## src/rtl/axi_burst_master_pkg.sv

```systemverilog
// Shared types and constants for the single-outstanding AXI burst master.
// The ID width normally comes from the project-wide AXI_ID_WIDTH macro; this fallback keeps the slice standalone.
`ifndef AXI_ID_WIDTH
`define AXI_ID_WIDTH 4
`endif

package axi_burst_master_pkg;

   typedef enum logic [2:0] {
      ST_IDLE,
      ST_AR,
      ST_R,
      ST_AW,
      ST_W,
      ST_B
   } state_t;

   localparam logic [1:0] RESP_OKAY  = 2'b00;
   localparam int         ID_W       = `AXI_ID_WIDTH;
   localparam int         BEAT_CNT_W = 9;

endpackage

```

## src/rtl/axi_burst_master_if.sv

```systemverilog
// AXI channel bundle between the burst master and its slave.
// The SIZE, BURST, LOCK, CACHE, PROT and QOS fields are tied off at the system top level.
interface axi_burst_master_if;
   import axi_burst_master_pkg::*;

   logic [ID_W-1:0] AXI_AWID;
   logic [31:0]     AXI_AWADDR;
   logic [7:0]      AXI_AWLEN;
   logic            AXI_AWVALID;
   logic            AXI_AWREADY;

   logic [31:0]     AXI_WDATA;
   logic [3:0]      AXI_WSTRB;
   logic            AXI_WLAST;
   logic            AXI_WVALID;
   logic            AXI_WREADY;

   logic [1:0]      AXI_BRESP;
   logic            AXI_BVALID;
   logic            AXI_BREADY;

   logic [ID_W-1:0] AXI_ARID;
   logic [31:0]     AXI_ARADDR;
   logic [7:0]      AXI_ARLEN;
   logic            AXI_ARVALID;
   logic            AXI_ARREADY;

   logic [31:0]     AXI_RDATA;
   logic [1:0]      AXI_RRESP;
   logic            AXI_RLAST;
   logic            AXI_RVALID;
   logic            AXI_RREADY;

   modport master (
      output AXI_AWID, AXI_AWADDR, AXI_AWLEN, AXI_AWVALID,
      input  AXI_AWREADY,
      output AXI_WDATA, AXI_WSTRB, AXI_WLAST, AXI_WVALID,
      input  AXI_WREADY,
      input  AXI_BRESP, AXI_BVALID,
      output AXI_BREADY,
      output AXI_ARID, AXI_ARADDR, AXI_ARLEN, AXI_ARVALID,
      input  AXI_ARREADY,
      input  AXI_RDATA, AXI_RRESP, AXI_RLAST, AXI_RVALID,
      output AXI_RREADY
   );

   modport slave (
      input  AXI_AWID, AXI_AWADDR, AXI_AWLEN, AXI_AWVALID,
      output AXI_AWREADY,
      input  AXI_WDATA, AXI_WSTRB, AXI_WLAST, AXI_WVALID,
      output AXI_WREADY,
      output AXI_BRESP, AXI_BVALID,
      input  AXI_BREADY,
      input  AXI_ARID, AXI_ARADDR, AXI_ARLEN, AXI_ARVALID,
      output AXI_ARREADY,
      output AXI_RDATA, AXI_RRESP, AXI_RLAST, AXI_RVALID,
      input  AXI_RREADY
   );

endinterface

```

## src/rtl/axi_burst_master.sv

```systemverilog
// Single-outstanding AXI INCR burst master: one command in, one read or write burst out.
// Data streams pass straight through to the AXI R/W channels while their state is active.
module axi_burst_master
   import axi_burst_master_pkg::*;
#(
   parameter logic [ID_W-1:0] axi_id_p = '0
) (
   input  logic        clk_i,
   input  logic        rst_ni,
   input  logic        cmd_valid_i,
   output logic        cmd_ready_o,
   input  logic        cmd_write_i,
   input  logic [31:0] cmd_addr_i,
   input  logic [7:0]  cmd_len_i,
   input  logic [31:0] wr_data_i,
   input  logic        wr_valid_i,
   output logic        wr_ready_o,
   output logic [31:0] rd_data_o,
   output logic        rd_last_o,
   output logic        rd_valid_o,
   input  logic        rd_ready_i,
   output logic        done_o,
   output logic        err_o,
   axi_burst_master_if.master axi
);

   state_t                  r_state;
   state_t                  w_stateNext;
   logic [31:0]             r_addr;
   logic [7:0]              r_len;
   logic [BEAT_CNT_W-1:0]   r_beatCnt;
   logic                    r_done;
   logic                    r_err;

   logic w_cntIsLast;
   logic w_cmdAccept;
   logic w_rBeat;
   logic w_wBeat;
   logic w_bDone;

   // Nine-bit counter so a 256-beat burst reaches the compare without wrapping.
   assign w_cntIsLast = (r_beatCnt == {1'b0, r_len});
   assign w_cmdAccept = (r_state == ST_IDLE) && cmd_valid_i;
   assign w_rBeat     = (r_state == ST_R) && axi.AXI_RVALID && rd_ready_i;
   assign w_wBeat     = (r_state == ST_W) && wr_valid_i && axi.AXI_WREADY;
   assign w_bDone     = (r_state == ST_B) && axi.AXI_BVALID;

   assign axi.AXI_AWID   = axi_id_p;
   assign axi.AXI_ARID   = axi_id_p;
   assign axi.AXI_AWADDR = r_addr;
   assign axi.AXI_ARADDR = r_addr;
   assign axi.AXI_AWLEN  = r_len;
   assign axi.AXI_ARLEN  = r_len;
   assign done_o         = r_done;
   assign err_o          = r_err;

   always_ff @(posedge clk_i or negedge rst_ni) begin
      if (!rst_ni) begin
         r_state <= ST_IDLE;
      end else begin
         r_state <= w_stateNext;
      end
   end

   // VALIDs come from the registered state only, so they never follow READY combinationally.
   always_comb begin
      w_stateNext     = r_state;
      cmd_ready_o     = 1'b0;
      axi.AXI_ARVALID = 1'b0;
      axi.AXI_AWVALID = 1'b0;
      rd_data_o       = '0;
      rd_valid_o      = 1'b0;
      rd_last_o       = 1'b0;
      axi.AXI_RREADY  = 1'b0;
      axi.AXI_WDATA   = '0;
      axi.AXI_WVALID  = 1'b0;
      axi.AXI_WSTRB   = 4'h0;
      axi.AXI_WLAST   = 1'b0;
      wr_ready_o      = 1'b0;
      axi.AXI_BREADY  = 1'b0;
      case (r_state)
         ST_IDLE: begin
            cmd_ready_o = 1'b1;
            if (cmd_valid_i) w_stateNext = cmd_write_i ? ST_AW : ST_AR;
         end
         ST_AR: begin
            axi.AXI_ARVALID = 1'b1;
            if (axi.AXI_ARREADY) w_stateNext = ST_R;
         end
         ST_R: begin
            rd_data_o      = axi.AXI_RDATA;
            rd_valid_o     = axi.AXI_RVALID;
            rd_last_o      = w_cntIsLast;
            axi.AXI_RREADY = rd_ready_i;
            if (w_rBeat && w_cntIsLast) w_stateNext = ST_IDLE;
         end
         ST_AW: begin
            axi.AXI_AWVALID = 1'b1;
            if (axi.AXI_AWREADY) w_stateNext = ST_W;
         end
         ST_W: begin
            axi.AXI_WDATA  = wr_data_i;
            axi.AXI_WVALID = wr_valid_i;
            axi.AXI_WSTRB  = 4'hF;
            axi.AXI_WLAST  = w_cntIsLast;
            wr_ready_o     = axi.AXI_WREADY;
            if (w_wBeat && w_cntIsLast) w_stateNext = ST_B;
         end
         ST_B: begin
            axi.AXI_BREADY = 1'b1;
            if (axi.AXI_BVALID) w_stateNext = ST_IDLE;
         end
         default: w_stateNext = ST_IDLE;
      endcase
   end

   // Reads finish by count even if the slave's RLAST disagrees; the mismatch only raises err.
   always_ff @(posedge clk_i or negedge rst_ni) begin
      if (!rst_ni) begin
         r_addr    <= '0;
         r_len     <= '0;
         r_beatCnt <= '0;
         r_done    <= 1'b0;
         r_err     <= 1'b0;
      end else begin
         r_done <= (w_rBeat && w_cntIsLast) || w_bDone;
         if (w_cmdAccept) begin
            r_addr    <= cmd_addr_i & ~32'h3;
            r_len     <= cmd_len_i;
            r_beatCnt <= '0;
            r_err     <= 1'b0;
         end
         if (w_rBeat) begin
            r_beatCnt <= r_beatCnt + 9'd1;
            if ((axi.AXI_RRESP != RESP_OKAY) || (axi.AXI_RLAST != w_cntIsLast)) r_err <= 1'b1;
         end
         if (w_wBeat) r_beatCnt <= r_beatCnt + 9'd1;
         if (w_bDone && (axi.AXI_BRESP != RESP_OKAY)) r_err <= 1'b1;
      end
   end

endmodule

```

## src/flat_wrapper.sv

```systemverilog
// flat-port wrapper written by rule: the top's interface ports become plain ports
module axi_burst_master_flat import axi_burst_master_pkg::*;
#(
   parameter logic [ID_W-1:0] axi_id_p = '0
)
  (clk_i, rst_ni, cmd_valid_i, cmd_ready_o, cmd_write_i, cmd_addr_i, cmd_len_i, wr_data_i, wr_valid_i, wr_ready_o, rd_data_o, rd_last_o, rd_valid_o, rd_ready_i, done_o, err_o, axi_AXI_AWID, axi_AXI_AWADDR, axi_AXI_AWLEN, axi_AXI_AWVALID, axi_AXI_AWREADY, axi_AXI_WDATA, axi_AXI_WSTRB, axi_AXI_WLAST, axi_AXI_WVALID, axi_AXI_WREADY, axi_AXI_BRESP, axi_AXI_BVALID, axi_AXI_BREADY, axi_AXI_ARID, axi_AXI_ARADDR, axi_AXI_ARLEN, axi_AXI_ARVALID, axi_AXI_ARREADY, axi_AXI_RDATA, axi_AXI_RRESP, axi_AXI_RLAST, axi_AXI_RVALID, axi_AXI_RREADY);
  axi_burst_master_if axi_i ();
  input  logic clk_i;
  input  logic rst_ni;
  input  logic cmd_valid_i;
  output logic cmd_ready_o;
  input  logic cmd_write_i;
  input  logic [31:0] cmd_addr_i;
  input  logic [7:0] cmd_len_i;
  input  logic [31:0] wr_data_i;
  input  logic wr_valid_i;
  output logic wr_ready_o;
  output logic [31:0] rd_data_o;
  output logic rd_last_o;
  output logic rd_valid_o;
  input  logic rd_ready_i;
  output logic done_o;
  output logic err_o;
  output wire logic [$bits(axi_i.AXI_AWID)-1:0] axi_AXI_AWID;
  output wire logic [$bits(axi_i.AXI_AWADDR)-1:0] axi_AXI_AWADDR;
  output wire logic [$bits(axi_i.AXI_AWLEN)-1:0] axi_AXI_AWLEN;
  output wire logic [$bits(axi_i.AXI_AWVALID)-1:0] axi_AXI_AWVALID;
  input wire logic [$bits(axi_i.AXI_AWREADY)-1:0] axi_AXI_AWREADY;
  output wire logic [$bits(axi_i.AXI_WDATA)-1:0] axi_AXI_WDATA;
  output wire logic [$bits(axi_i.AXI_WSTRB)-1:0] axi_AXI_WSTRB;
  output wire logic [$bits(axi_i.AXI_WLAST)-1:0] axi_AXI_WLAST;
  output wire logic [$bits(axi_i.AXI_WVALID)-1:0] axi_AXI_WVALID;
  input wire logic [$bits(axi_i.AXI_WREADY)-1:0] axi_AXI_WREADY;
  input wire logic [$bits(axi_i.AXI_BRESP)-1:0] axi_AXI_BRESP;
  input wire logic [$bits(axi_i.AXI_BVALID)-1:0] axi_AXI_BVALID;
  output wire logic [$bits(axi_i.AXI_BREADY)-1:0] axi_AXI_BREADY;
  output wire logic [$bits(axi_i.AXI_ARID)-1:0] axi_AXI_ARID;
  output wire logic [$bits(axi_i.AXI_ARADDR)-1:0] axi_AXI_ARADDR;
  output wire logic [$bits(axi_i.AXI_ARLEN)-1:0] axi_AXI_ARLEN;
  output wire logic [$bits(axi_i.AXI_ARVALID)-1:0] axi_AXI_ARVALID;
  input wire logic [$bits(axi_i.AXI_ARREADY)-1:0] axi_AXI_ARREADY;
  input wire logic [$bits(axi_i.AXI_RDATA)-1:0] axi_AXI_RDATA;
  input wire logic [$bits(axi_i.AXI_RRESP)-1:0] axi_AXI_RRESP;
  input wire logic [$bits(axi_i.AXI_RLAST)-1:0] axi_AXI_RLAST;
  input wire logic [$bits(axi_i.AXI_RVALID)-1:0] axi_AXI_RVALID;
  output wire logic [$bits(axi_i.AXI_RREADY)-1:0] axi_AXI_RREADY;
  assign axi_AXI_AWID = axi_i.AXI_AWID;
  assign axi_AXI_AWADDR = axi_i.AXI_AWADDR;
  assign axi_AXI_AWLEN = axi_i.AXI_AWLEN;
  assign axi_AXI_AWVALID = axi_i.AXI_AWVALID;
  assign axi_i.AXI_AWREADY = axi_AXI_AWREADY;
  assign axi_AXI_WDATA = axi_i.AXI_WDATA;
  assign axi_AXI_WSTRB = axi_i.AXI_WSTRB;
  assign axi_AXI_WLAST = axi_i.AXI_WLAST;
  assign axi_AXI_WVALID = axi_i.AXI_WVALID;
  assign axi_i.AXI_WREADY = axi_AXI_WREADY;
  assign axi_i.AXI_BRESP = axi_AXI_BRESP;
  assign axi_i.AXI_BVALID = axi_AXI_BVALID;
  assign axi_AXI_BREADY = axi_i.AXI_BREADY;
  assign axi_AXI_ARID = axi_i.AXI_ARID;
  assign axi_AXI_ARADDR = axi_i.AXI_ARADDR;
  assign axi_AXI_ARLEN = axi_i.AXI_ARLEN;
  assign axi_AXI_ARVALID = axi_i.AXI_ARVALID;
  assign axi_i.AXI_ARREADY = axi_AXI_ARREADY;
  assign axi_i.AXI_RDATA = axi_AXI_RDATA;
  assign axi_i.AXI_RRESP = axi_AXI_RRESP;
  assign axi_i.AXI_RLAST = axi_AXI_RLAST;
  assign axi_i.AXI_RVALID = axi_AXI_RVALID;
  assign axi_AXI_RREADY = axi_i.AXI_RREADY;
  axi_burst_master #(.axi_id_p(axi_id_p)) u_core (.clk_i(clk_i), .rst_ni(rst_ni), .cmd_valid_i(cmd_valid_i), .cmd_ready_o(cmd_ready_o), .cmd_write_i(cmd_write_i), .cmd_addr_i(cmd_addr_i), .cmd_len_i(cmd_len_i), .wr_data_i(wr_data_i), .wr_valid_i(wr_valid_i), .wr_ready_o(wr_ready_o), .rd_data_o(rd_data_o), .rd_last_o(rd_last_o), .rd_valid_o(rd_valid_o), .rd_ready_i(rd_ready_i), .done_o(done_o), .err_o(err_o), .axi(axi_i));
endmodule
```

## config.mk

```make
export PLATFORM = sky130hd
export DESIGN_NAME = axi_burst_master_flat
export DESIGN_NICKNAME = d
export VERILOG_FILES = /design/src/rtl/axi_burst_master_pkg.sv /design/src/rtl/axi_burst_master_if.sv /design/src/rtl/axi_burst_master.sv /design/src/flat_wrapper.sv
export SDC_FILE = /design/constraint.sdc
export NUM_CORES = 1
export LEC_CHECK = 0
export CORE_AREA = 2 2 113 115
export CTS_BUF_LIST = sky130_fd_sc_hd__clkbuf_8
export DETAILED_ROUTE_END_ITERATION = 16
export DIE_AREA = 0 0 115 117
export GPL_TIMING_DRIVEN = 0
export PLACE_DENSITY = 0.77
export REMOVE_ABC_BUFFERS = 1
export SYNTH_ARGS = -nofsm -noshare
export SYNTH_HDL_FRONTEND = slang
export SYNTH_SLANG_ARGS = --single-unit
```

## constraint.sdc

```tcl
create_clock -name clk_i -period 2.19 [get_ports clk_i]
set_input_delay 0.5475 -clock clk_i [delete_from_list [all_inputs] [get_ports clk_i]]
set_output_delay 0.5475 -clock clk_i [all_outputs]
set_load 0.005 [all_outputs]
```

; ---- Yosys cells after proc, flatten, opt, wreduce, memory -nomap -nowiden
; Index checks and enable logic that the tools add are counted.
[totals]
latch_bits = 0
rom_bits = 0
ramBits = 0
mem_count = 0
in_bits = 120
ff_bits = 52
[op_classes]
bitwise_logic = 0
n_mul = 0
n_lt_le_gt_ge = 0
eq_ne = 13
n_addsub = 1
div_mod_pow = 0
n_reduce_logical = 16
n_mux = 28
n_shift = 0
[op_table]
columns = cell, n
row1 = 32-bit 2-to-1 mux, 2
row2 = 9-bit 2-to-1 mux, 3
row3 = 3-bit 2-to-1 mux, 6
row4 = 3-bit one-hot mux with 6 select lines, 1
row5 = 1-bit 2-to-1 mux, 14
row6 = 2-bit inequality test (second input constant), 6
row7 = 9-bit by 1-bit adder with 9-bit output (second input constant), 1
row8 = 9-bit by 8-bit equality test with 1-bit output, 1
row9 = 1-bit logical AND, 9
row10 = 3-bit by 2-bit equality test with 1-bit output (second input constant), 2
row11 = 3-bit equality test (second input constant), 2
row12 = 6-bit AND reduction, 1
row13 = 4-bit 2-to-1 mux, 1
row14 = 2-bit nonzero test, 2
row15 = 3-bit by 1-bit equality test with 1-bit output (second input constant), 1
row16 = 3-bit zero test, 1
row17 = 3-bit nonzero test, 1
row18 = 1-bit logical OR, 2
row19 = 2-bit 2-to-1 mux, 1
row20 = 1-bit inequality test, 1

; ---- Depth between registers and ports, before layout
; Gate-level depths: netlist of run 1.
[depth]
depth_word = 6
ltp_mapped = 9
depth_no_buf = 8

; ---- Worst setup path after synthesis of run 1
; No wires, ideal clock.
[synth_path]
kind = register to output
startpoint = reg u_core.r_beatCnt[0]
endpoint = out rd_last_o
path_buffers = 1
arrival_time_ns = 1.463
path_slack_ns = 0.180
required_ns = 1.642
path_stages_with_launch = 6
cell_sequence = dfrtp_1 xnor2_1 nand3_1 or4_1 buf_2 nor4_1
[synth_between]
elab_chain_cells = 2
[synth_rtl]
columns = element, line
row1 = "start, declared", axi_burst_master.sv:31  ; logic [BEAT_CNT_W-1:0] r_beatCnt;
row2 = "start signal, assigned", axi_burst_master.sv:134  ; r_beatCnt <= r_beatCnt + 9'd1;
row3 = "start signal, assigned", axi_burst_master.sv:137  ; if (w_wBeat) r_beatCnt <= r_beatCnt + 9'd1;
row4 = 9-bit by 8-bit equality test with 1-bit output, axi_burst_master.sv:42  ; assign w_cntIsLast = (r_beatCnt == {1'b0, r_len});
row5 = 1-bit 2-to-1 mux, axi_burst_master.sv:81  ; case (r_state)
row6 = "end, declared", flat_wrapper.sv:19  ; output logic rd_last_o;
; Every way passes these cells.

; ---- Worst setup path in the final report of run 1
[layout_path]
startpoint = reg u_core.r_len[6], in the netlist u_core.axi.AXI_ARLEN[6]
endpoint = out rd_last_o
[layout_between]
elab_chain_cells = 2
[layout_rtl]
columns = element, line
row1 = "start, declared", axi_burst_master.sv:30  ; logic [7:0] r_len;
row2 = "start signal, assigned", axi_burst_master.sv:129  ; r_len <= cmd_len_i;
row3 = 9-bit by 8-bit equality test with 1-bit output, axi_burst_master.sv:42
row4 = 1-bit 2-to-1 mux, axi_burst_master.sv:81
; Every way passes these cells.

==> results of run 1 <==
[cell families after synthesis]
group,Yosys count,share of synthesized area
AOI/OAI and AO/OA,24,0.04355
adders and majority gates,1,0.003922
and+or+nand+nor,234,0.3558
xor gates and xnor gates,9,0.02707
buffers and inverters,74,0.1538
other,1,0.001176
DFF,52,0.4080
muxes,2,0.006669
[how the worst max path moves through the flow]
stage                                 start                   to  cells after the start
finish              u_core.axi.AXI_ARLEN[6]            rd_last_o                      6
global route        u_core.axi.AXI_ARLEN[6]            rd_last_o                      6
CTS                 u_core.axi.AXI_ARLEN[5]            rd_last_o                      6
detailed placement              cmd_valid_i  u_core.r_beatCnt[2]                      8
global placement                cmd_valid_i  u_core.r_beatCnt[2]                      6
floorplan                 u_core.r_state[0]  u_core.r_beatCnt[3]                      5
[worst reg2reg max path, delay by kind of cell (launching register included)]
| kind | cells | cell delay (ns) |
|---|---|---|
| xor+xnor | 1 | 0.16 |
| buf+inv | 3 | 0.46 |
| compound gates | 3 | 0.38 |
| flops | 1 | 0.44 |
| simple gates | 2 | 0.64 |
[area by class of cell]
cell class              instances  area [µm²]  share of cell area
repair buffers                359        3542              0.5092
multi-input cells             283        1738              0.2498
flip-flops and latches         52        1314              0.1888
well taps                     150       187.7             0.02698
repair inverters                7       76.32             0.01097
clock buffers                   5       68.82            0.009892
clock inverters                 3       17.52            0.002518
inverters                       2       12.51            0.001799
[cells in the final DEF, fill, tap and decap left out, types with 3 or more instances in the layout]
master	count
sky130_fd_sc_hd__clkdlybuf4s50_1	194
sky130_fd_sc_hd__nand2_1	122
sky130_fd_sc_hd__buf_6	91
sky130_fd_sc_hd__and2_4	51
sky130_fd_sc_hd__dfrtp_1	42
sky130_fd_sc_hd__buf_4	36
sky130_fd_sc_hd__and2_1	19
sky130_fd_sc_hd__buf_2	19
sky130_fd_sc_hd__conb_1	12
sky130_fd_sc_hd__clkbuf_2	11
sky130_fd_sc_hd__dfrtp_2	10
sky130_fd_sc_hd__o21ai_0	9
sky130_fd_sc_hd__o21ai_1	8
sky130_fd_sc_hd__nand3_1	6
sky130_fd_sc_hd__nand4_1	6
sky130_fd_sc_hd__xnor2_1	5
sky130_fd_sc_hd__nor2_1	5
sky130_fd_sc_hd__clkbuf_8	5
sky130_fd_sc_hd__nor2_2	4
sky130_fd_sc_hd__inv_6	4
sky130_fd_sc_hd__and3_1	4
sky130_fd_sc_hd__xnor2_2	3
sky130_fd_sc_hd__buf_12	3
[state kept, by name, summed over array words and instances (netlist names)]
register / cells
u_core.axi.AXI_ARADDR: 30
u_core.axi.AXI_ARLEN: 8
u_core.done_o: 1
u_core.err_o: 1
u_core.r_beatCnt: 9
u_core.r_state: 3
[synth_stat cells (2+ instances only)]
| library cell | n |
|---|---|
| sky130_fd_sc_hd__nand4_1 | 6 |
| sky130_fd_sc_hd__a31oi_1 | 3 |
| sky130_fd_sc_hd__nor3_1 | 3 |
| sky130_fd_sc_hd__nand2_1 | 125 |
| sky130_fd_sc_hd__and3_1 | 4 |
| sky130_fd_sc_hd__and2_1 | 70 |
| sky130_fd_sc_hd__buf_4 | 53 |
| sky130_fd_sc_hd__o21ai_0 | 14 |
| sky130_fd_sc_hd__a21oi_1 | 2 |
| sky130_fd_sc_hd__nor3b_1 | 3 |
| sky130_fd_sc_hd__nand3_1 | 7 |
| sky130_fd_sc_hd__buf_2 | 5 |
| sky130_fd_sc_hd__clkbuf_1 | 13 |
| sky130_fd_sc_hd__dfrtp_1 | 52 |
| sky130_fd_sc_hd__xnor2_1 | 7 |
| sky130_fd_sc_hd__nor2_1 | 10 |
| sky130_fd_sc_hd__o21ai_1 | 3 |
[per-stage QoR]
step | total power [µW] | TNS, ns | instance area, µm² | hold slack, ns
CTS | 6895 | -1.783 | 6312 | 0.1485
floorplan | 2879 | -32.86 | 2748 | 0.2519
detailed placement | 5441 | -37.28 | 5738 | 0.4862
finish | 7759 | -3.879 | 6957 | 0.1492
global route | 8251 | -7.171 | 6957 | 0.1621
global placement | 5308 | -175.85 | 5668 | 0.4717
[what timing repair did]
action	CTS	global route
buffers inserted	56	33
pin swaps	16	51
cloned	10	3
gates resized for setup	302	192
endpoints found under the setup margin	89	73
[power breakdown]
part	switching [µW]	internal [µW]	total, µW
Combinational	2060	3420	5470
Sequential	377	1360	1730
Clock	328	224	551
[routing by layer]
| layer | routed length, µm | GRT usage | share of wire | up-vias |
|---|---|---|---|---|
| met5 | 0 | 0 | 0 | - |
| met3 | 1265 | 0.04840 | 0.091 | 29 |
| li1 | - | - | - | 1805 |
| met4 | 449 | 0.06586 | 0.032 | 0 |
| met2 | 7190 | 0.3125 | 0.52 | 203 |
| met1 | 5037 | 0.1905 | 0.36 | 1762 |
==> run summary, run 1 <==
outcome -> finished with violations
violations in the final reports -> setup timing
total count of hold-check failures in the final report -> 0
total routed wirelength -> 13.94 mm
root cell of the clock tree -> sky130_fd_sc_hd__clkbuf_8
weighted congestion reported at the end of routability-driven placement -> 0.8059
post-layout utilization of the core -> 0.5650
classification of the worst setup path -> reg -> out
H-tree depth -> 2
Synth Area per Inst -> 8.034 µm²
top cell type's share of synthesized area -> 0.4080
Initial Utilization -> 0.2590
prevailing post-synth register cell -> sky130_fd_sc_hd__dfrtp_1
Post-DRT Antenna Nets -> 0
number of hold buffers added after CTS -> 0
biggest area contributors in the synthesized netlist -> sky130_fd_sc_hd__dfrtp_1, sky130_fd_sc_hd__nand2_1, sky130_fd_sc_hd__and2_1, sky130_fd_sc_hd__buf_4, sky130_fd_sc_hd__o21ai_0
grt total ovfl -> 0
startpoint of the worst register-to-register path -> u_core.axi.AXI_ARLEN[6]
maximum number of pins on one net before global-route repair -> 37
Min Clock Period, post-route -> 2.557 ns
Skew-Pair Late Insertion Delay -> 0.32 ns
final cycle utilization of the critical path -> 1.167
largest fanout on the critical path -> 2
depth of the most critical reg-to-reg path -> 9
Num CTS Buffers -> 5
Die Y-Extent -> 117 µm
register-to-register path setup slack -> 0 ns
Yosys warnings -> 0
post-CTS clock slew at the launch and capture registers of the worst setup and hold paths -> 0.10 ns
global-route wire length before repair -> 17.96 mm
critical register-to-register path endpoint -> u_core.r_state[2]
area leader, netlist -> sky130_fd_sc_hd__dfrtp_1
required time of the worst setup path -> 1.64 ns
horizontal extent of the die -> 115 µm
number of iterations in the first detailed-routing pass -> 4
initial antenna violation count -> 0
critical-path cell list -> xnor2_2 > nand3_1 > or4_4 > buf_6 > nor4_4 > buf_2
# port buffers -> 273
count of vias placed by the detailed router -> 3,799
I/O pin count -> 288
non-filler cells, final -> 861
critical path's top delay family -> simple AND/OR/NAND/NOR gates
buffers plus inverters on the worst setup path -> 2
synth-to-layout area growth -> 118.1%
number of global-route vias before repair -> 3,595
core region area -> 0.01231 mm²
ant diodes -> 0
setup clock skew after layout -> 0.01192 ns
cell count after synthesis -> 397
max-capacitance violation count -> 0
TritonCTS clock tree -> built
critical-path cell with the highest stage delay -> sky130_fd_sc_hd__or4_4
CP startpoint kind -> flop
Worst EP arrival -> 2.01 ns
final setup violation count -> 39
Longest Clk Path Bufs -> 2
mean number of vias per cell -> 4.412
Post-synth EDFFs -> 0
Filler Cell Count -> 1,003
setup repair after global routing missed its margin -> true
row cnt -> 41
Slew Viols, Final -> 0
min setup slack post-route -> -0.3666 ns
final-stage net count -> 831
Slowest Stage Delay on Critical Path -> 0.53 ns
wire length per cell -> 16.19 µm
share of synthesized flip-flops with an asynchronous set or reset -> 1.000
number of flip-flops and latches in the synthesized netlist -> 52
path class of the lowest-slack min-delay path -> in -> async
highest attainable clock frequency -> 0.3911 GHz
maximum vdd ir drop -> 601.8 µV
reported leakage power -> 0.003312 µW
number of DRC violations after detailed routing -> 0
pwr/cell area -> 1115 mW/mm²
number of distinct standard cells referenced by the synthesized netlist -> 34
placed instance count -> 763
post-detailed-placement half-perimeter wirelength -> 8.629 mm
Placement Setup Slack -> -0.6282 ns
number of sinks on the clock net -> 52
area enclosed by the die boundary -> 0.01346 mm²
cell area after synthesis -> 0.003189 mm²
crit end category -> primary output
fraction of final layout cells sized beyond drive strength 1 -> 0.3713
overall track demand over capacity in global routing -> 0.1717
violation count after the first detailed-routing iteration -> 259
sequential area share after synthesis -> 0.4080
Power figures use the tool's default switching activity.
==> run 2: changes to the inputs <==
Settings changed: GPL_TIMING_DRIVEN 0 to unset, PLACE_DENSITY 0.77 to 0.7.
==> run 2 against run 1 <==
- the run still ends with setup timing left
- first-iteration DRC count decreased by 59%
- maximum frequency increased by 5.5%
- non-clock buffer count shrank 28
- combinational power is 19% lower
- clock skew is essentially flat
- clock power hardly changed
- hold slack improved by 0.18 ns
- design area is 9.9% lower
- largest cell class unchanged
==> run summary, run 2 (synthesis gave the netlist of run 1 again) <==
Skew-Pair Late Insertion Delay -> 0.32 ns (about the same)
mean number of vias per cell -> 4.267 (-3.3%)
final design instance area without fill -> 0.006265 mm² (-9.9%)
row cnt -> 41 (unchanged)
weighted congestion reported at the end of routability-driven placement -> 0.8320 (+3.2%)
Initial Utilization -> 0.2590 (unchanged)
final-stage net count -> 795 (-4.3%)
final cycle utilization of the critical path -> 1.107 (-0.06051)
wire length per cell -> 14.87 µm (-8.2%)
number of sinks on the clock net -> 52 (unchanged)
worst setup path start -> u_core.r_beatCnt[1]
violation count after the first detailed-routing iteration -> 107 (-59%)
count of vias placed by the detailed router -> 3,520 (-7.3%)
post-CTS clock slew at the launch and capture registers of the worst setup and hold paths -> 0.10 ns (about the same)
Post-DRT Antenna Nets -> 0 (unchanged)
final setup violation count -> 11 (-72%)
setup clock skew after layout -> 0.01167 ns (-0.0002419 ns)
most used cells in the layout excluding fill and tap cells -> sky130_fd_sc_hd__clkdlybuf4s50_1, sky130_fd_sc_hd__nand2_1, sky130_fd_sc_hd__dfrtp_1
Cell Area, Placed -> 0.005968 mm² (+4.0%)
CP startpoint kind -> flop
maximum vdd ir drop -> 644.1 µV (+7.0%)
crit end category -> primary output
ant diodes -> 0 (unchanged)
grt total ovfl -> 0 (unchanged)
max-capacitance violation count -> 0 (unchanged)
fraction of final layout cells sized beyond drive strength 1 -> 0.2593 (-0.1120)
required time of the worst setup path -> 1.64 ns (about the same)
maximum number of pins on one net before global-route repair -> 53 (+43%)
area enclosed by the die boundary -> 0.01346 mm² (unchanged)
non-filler cells, final -> 825 (-4.2%)
path class of the lowest-slack min-delay path -> in -> async
net switching fraction of the power -> 0.3475 (-0.008282)
post-layout utilization of the core -> 0.5088 (-0.05620)
Tightest Pin Transition -> 0.6494 ns
total count of hold-check failures in the final report -> 0 (unchanged)
TritonCTS clock tree -> built
Switching Power -> 2317 µW (-16%)
post-detailed-placement half-perimeter wirelength -> 9.234 mm (+7.0%)
number of global-route vias before repair -> 3,344 (-7.0%)
setup repair after global routing missed its margin -> true
largest fanout on the critical path -> 2 (unchanged)
global-route wire length before repair -> 17.31 mm (-3.6%)
number of iterations in the first detailed-routing pass -> 4 (unchanged)
pwr/cell area -> 1065 mW/mm² (-4.6%)
most common cell after layout, fill and taps aside -> sky130_fd_sc_hd__clkdlybuf4s50_1
Longest Clk Path Bufs -> 2 (unchanged)
startpoint of the worst register-to-register path -> u_core.r_beatCnt[1]
Slew Viols, Final -> 0 (unchanged)
placed instance count -> 794 (+4.1%)
min setup slack post-route -> -0.2341 ns (+0.1325 ns)
H-tree depth -> 2 (unchanged)
classification of the worst setup path -> reg -> out
reported leakage power -> 0.003068 µW (-7.4%)
Seq pwr share -> 0.250 (+0.027)
horizontal extent of the die -> 115 µm (unchanged)
Num CTS Buffers -> 5 (unchanged)
outcome -> finished with violations
violations in the final reports -> setup timing
root cell of the clock tree -> sky130_fd_sc_hd__clkbuf_8
Min Clock Period, post-route -> 2.424 ns (-0.1325 ns)
initial antenna violation count -> 0 (unchanged)
summed negative setup slack over all endpoints -> -1.019 ns (+2.860 ns)
total power -> 6669 µW (-14%)
Die Y-Extent -> 117 µm (unchanged)
number of hold buffers added after CTS -> 0 (unchanged)
I/O pin count -> 288 (unchanged)
relative slew slack -> 0.5670
overall track demand over capacity in global routing -> 0.1652 (-0.006547)
core region area -> 0.01231 mm² (unchanged)
Int Power -> 4352 µW (-13%)
number of DRC violations after detailed routing -> 0 (unchanged)
part of the total power dissipated in combinational logic -> 0.667 (-0.039)
# port buffers -> 273 (unchanged)
Worst EP arrival -> 1.88 ns (-0.13 ns)
total routed wirelength -> 12.27 mm (-12%)
number of flip-flops under the largest register name -> 30 (unchanged)
synth-to-layout area growth -> 96.43%
clock network fraction of design power -> 0.082 (+0.011)
highest attainable clock frequency -> 0.4125 GHz (+5.5%)
-- run 2: layer usage --
| layer | track usage | wire length (µm) |
|---|---|---|
| met1 | 0.1849 | 4659 |
| met2 | 0.3129 | 6495 |
| met3 | 0.04325 | 988 |
| met4 | 0.03936 | 126 |
| met5 | 0 | 0 |
-- run 2: power groups by stage --
stage / combinational (µW) / sequential, µW / clock (µW)
final: 4450 / 1670 / 549
after global routing: 4830 / 1730 / 621
after CTS: 4340 / 1660 / 577
after detailed placement: 4060 / 1660 / 0
after global placement: 4000 / 1650 / 0
after floorplan: 1100 / 1780 / 0
-- run 2: critical path: stages, from the launching register on --
cell                      delay (ns)
sky130_fd_sc_hd__dfrtp_1        0.42
sky130_fd_sc_hd__xnor2_2        0.18
sky130_fd_sc_hd__nand3_1        0.10
sky130_fd_sc_hd__or4_4          0.53
sky130_fd_sc_hd__buf_6          0.15
sky130_fd_sc_hd__nor2_2         0.07
sky130_fd_sc_hd__buf_2          0.12
-- run 2: path summary, 6_finish.rpt --
check,endpoint,cells past startpoint,slack (ns)
min in group clk_i,u_core.err_o,2,0.51
hold reg to reg,u_core.err_o,2,0.51
hold / removal,u_core.err_o,2,0.33
setup / recovery,axi_AXI_WLAST,6,-0.23
max in group asynchronous,u_core.r_state[0],2,1.39
setup reg to reg,u_core.r_state[0],7,0.09
-- run 2: through the flow --
step / hold slack, ns / worst slack, ns
finish: 0.3250 / -0.2341
global route: 0.3806 / -0.3138
CTS: 0.3569 / -0.3098
detailed placement: 0.4910 / -0.4053
global placement: 0.4872 / -0.3961
floorplan: 0.2519 / -1.188
-- run 2: layout make-up --
type	count	area, µm²
fillers	1166	6047
repair buffers	331	3114
multi-input cells	282	1564
flip-flops and latches	52	1303
well taps	150	187.7
clock inverters	3	17.52
inverters	2	10.01
clock buffers	5	68.82
-- run 2: what timing repair did --
item,CTS,global route
setup endpoints to repair,78,76
hold endpoints to repair,0,0
pin swaps,15,18
cloned,4,0
setup buffers,17,6
gates resized for setup,213,114
==> run 3: changes to the inputs <==
Settings changed: CTS_CLUSTER_SIZE set to 28.
==> results of run 3 <==
The final DEF is identical to that of run 2; final timing and power are the same.
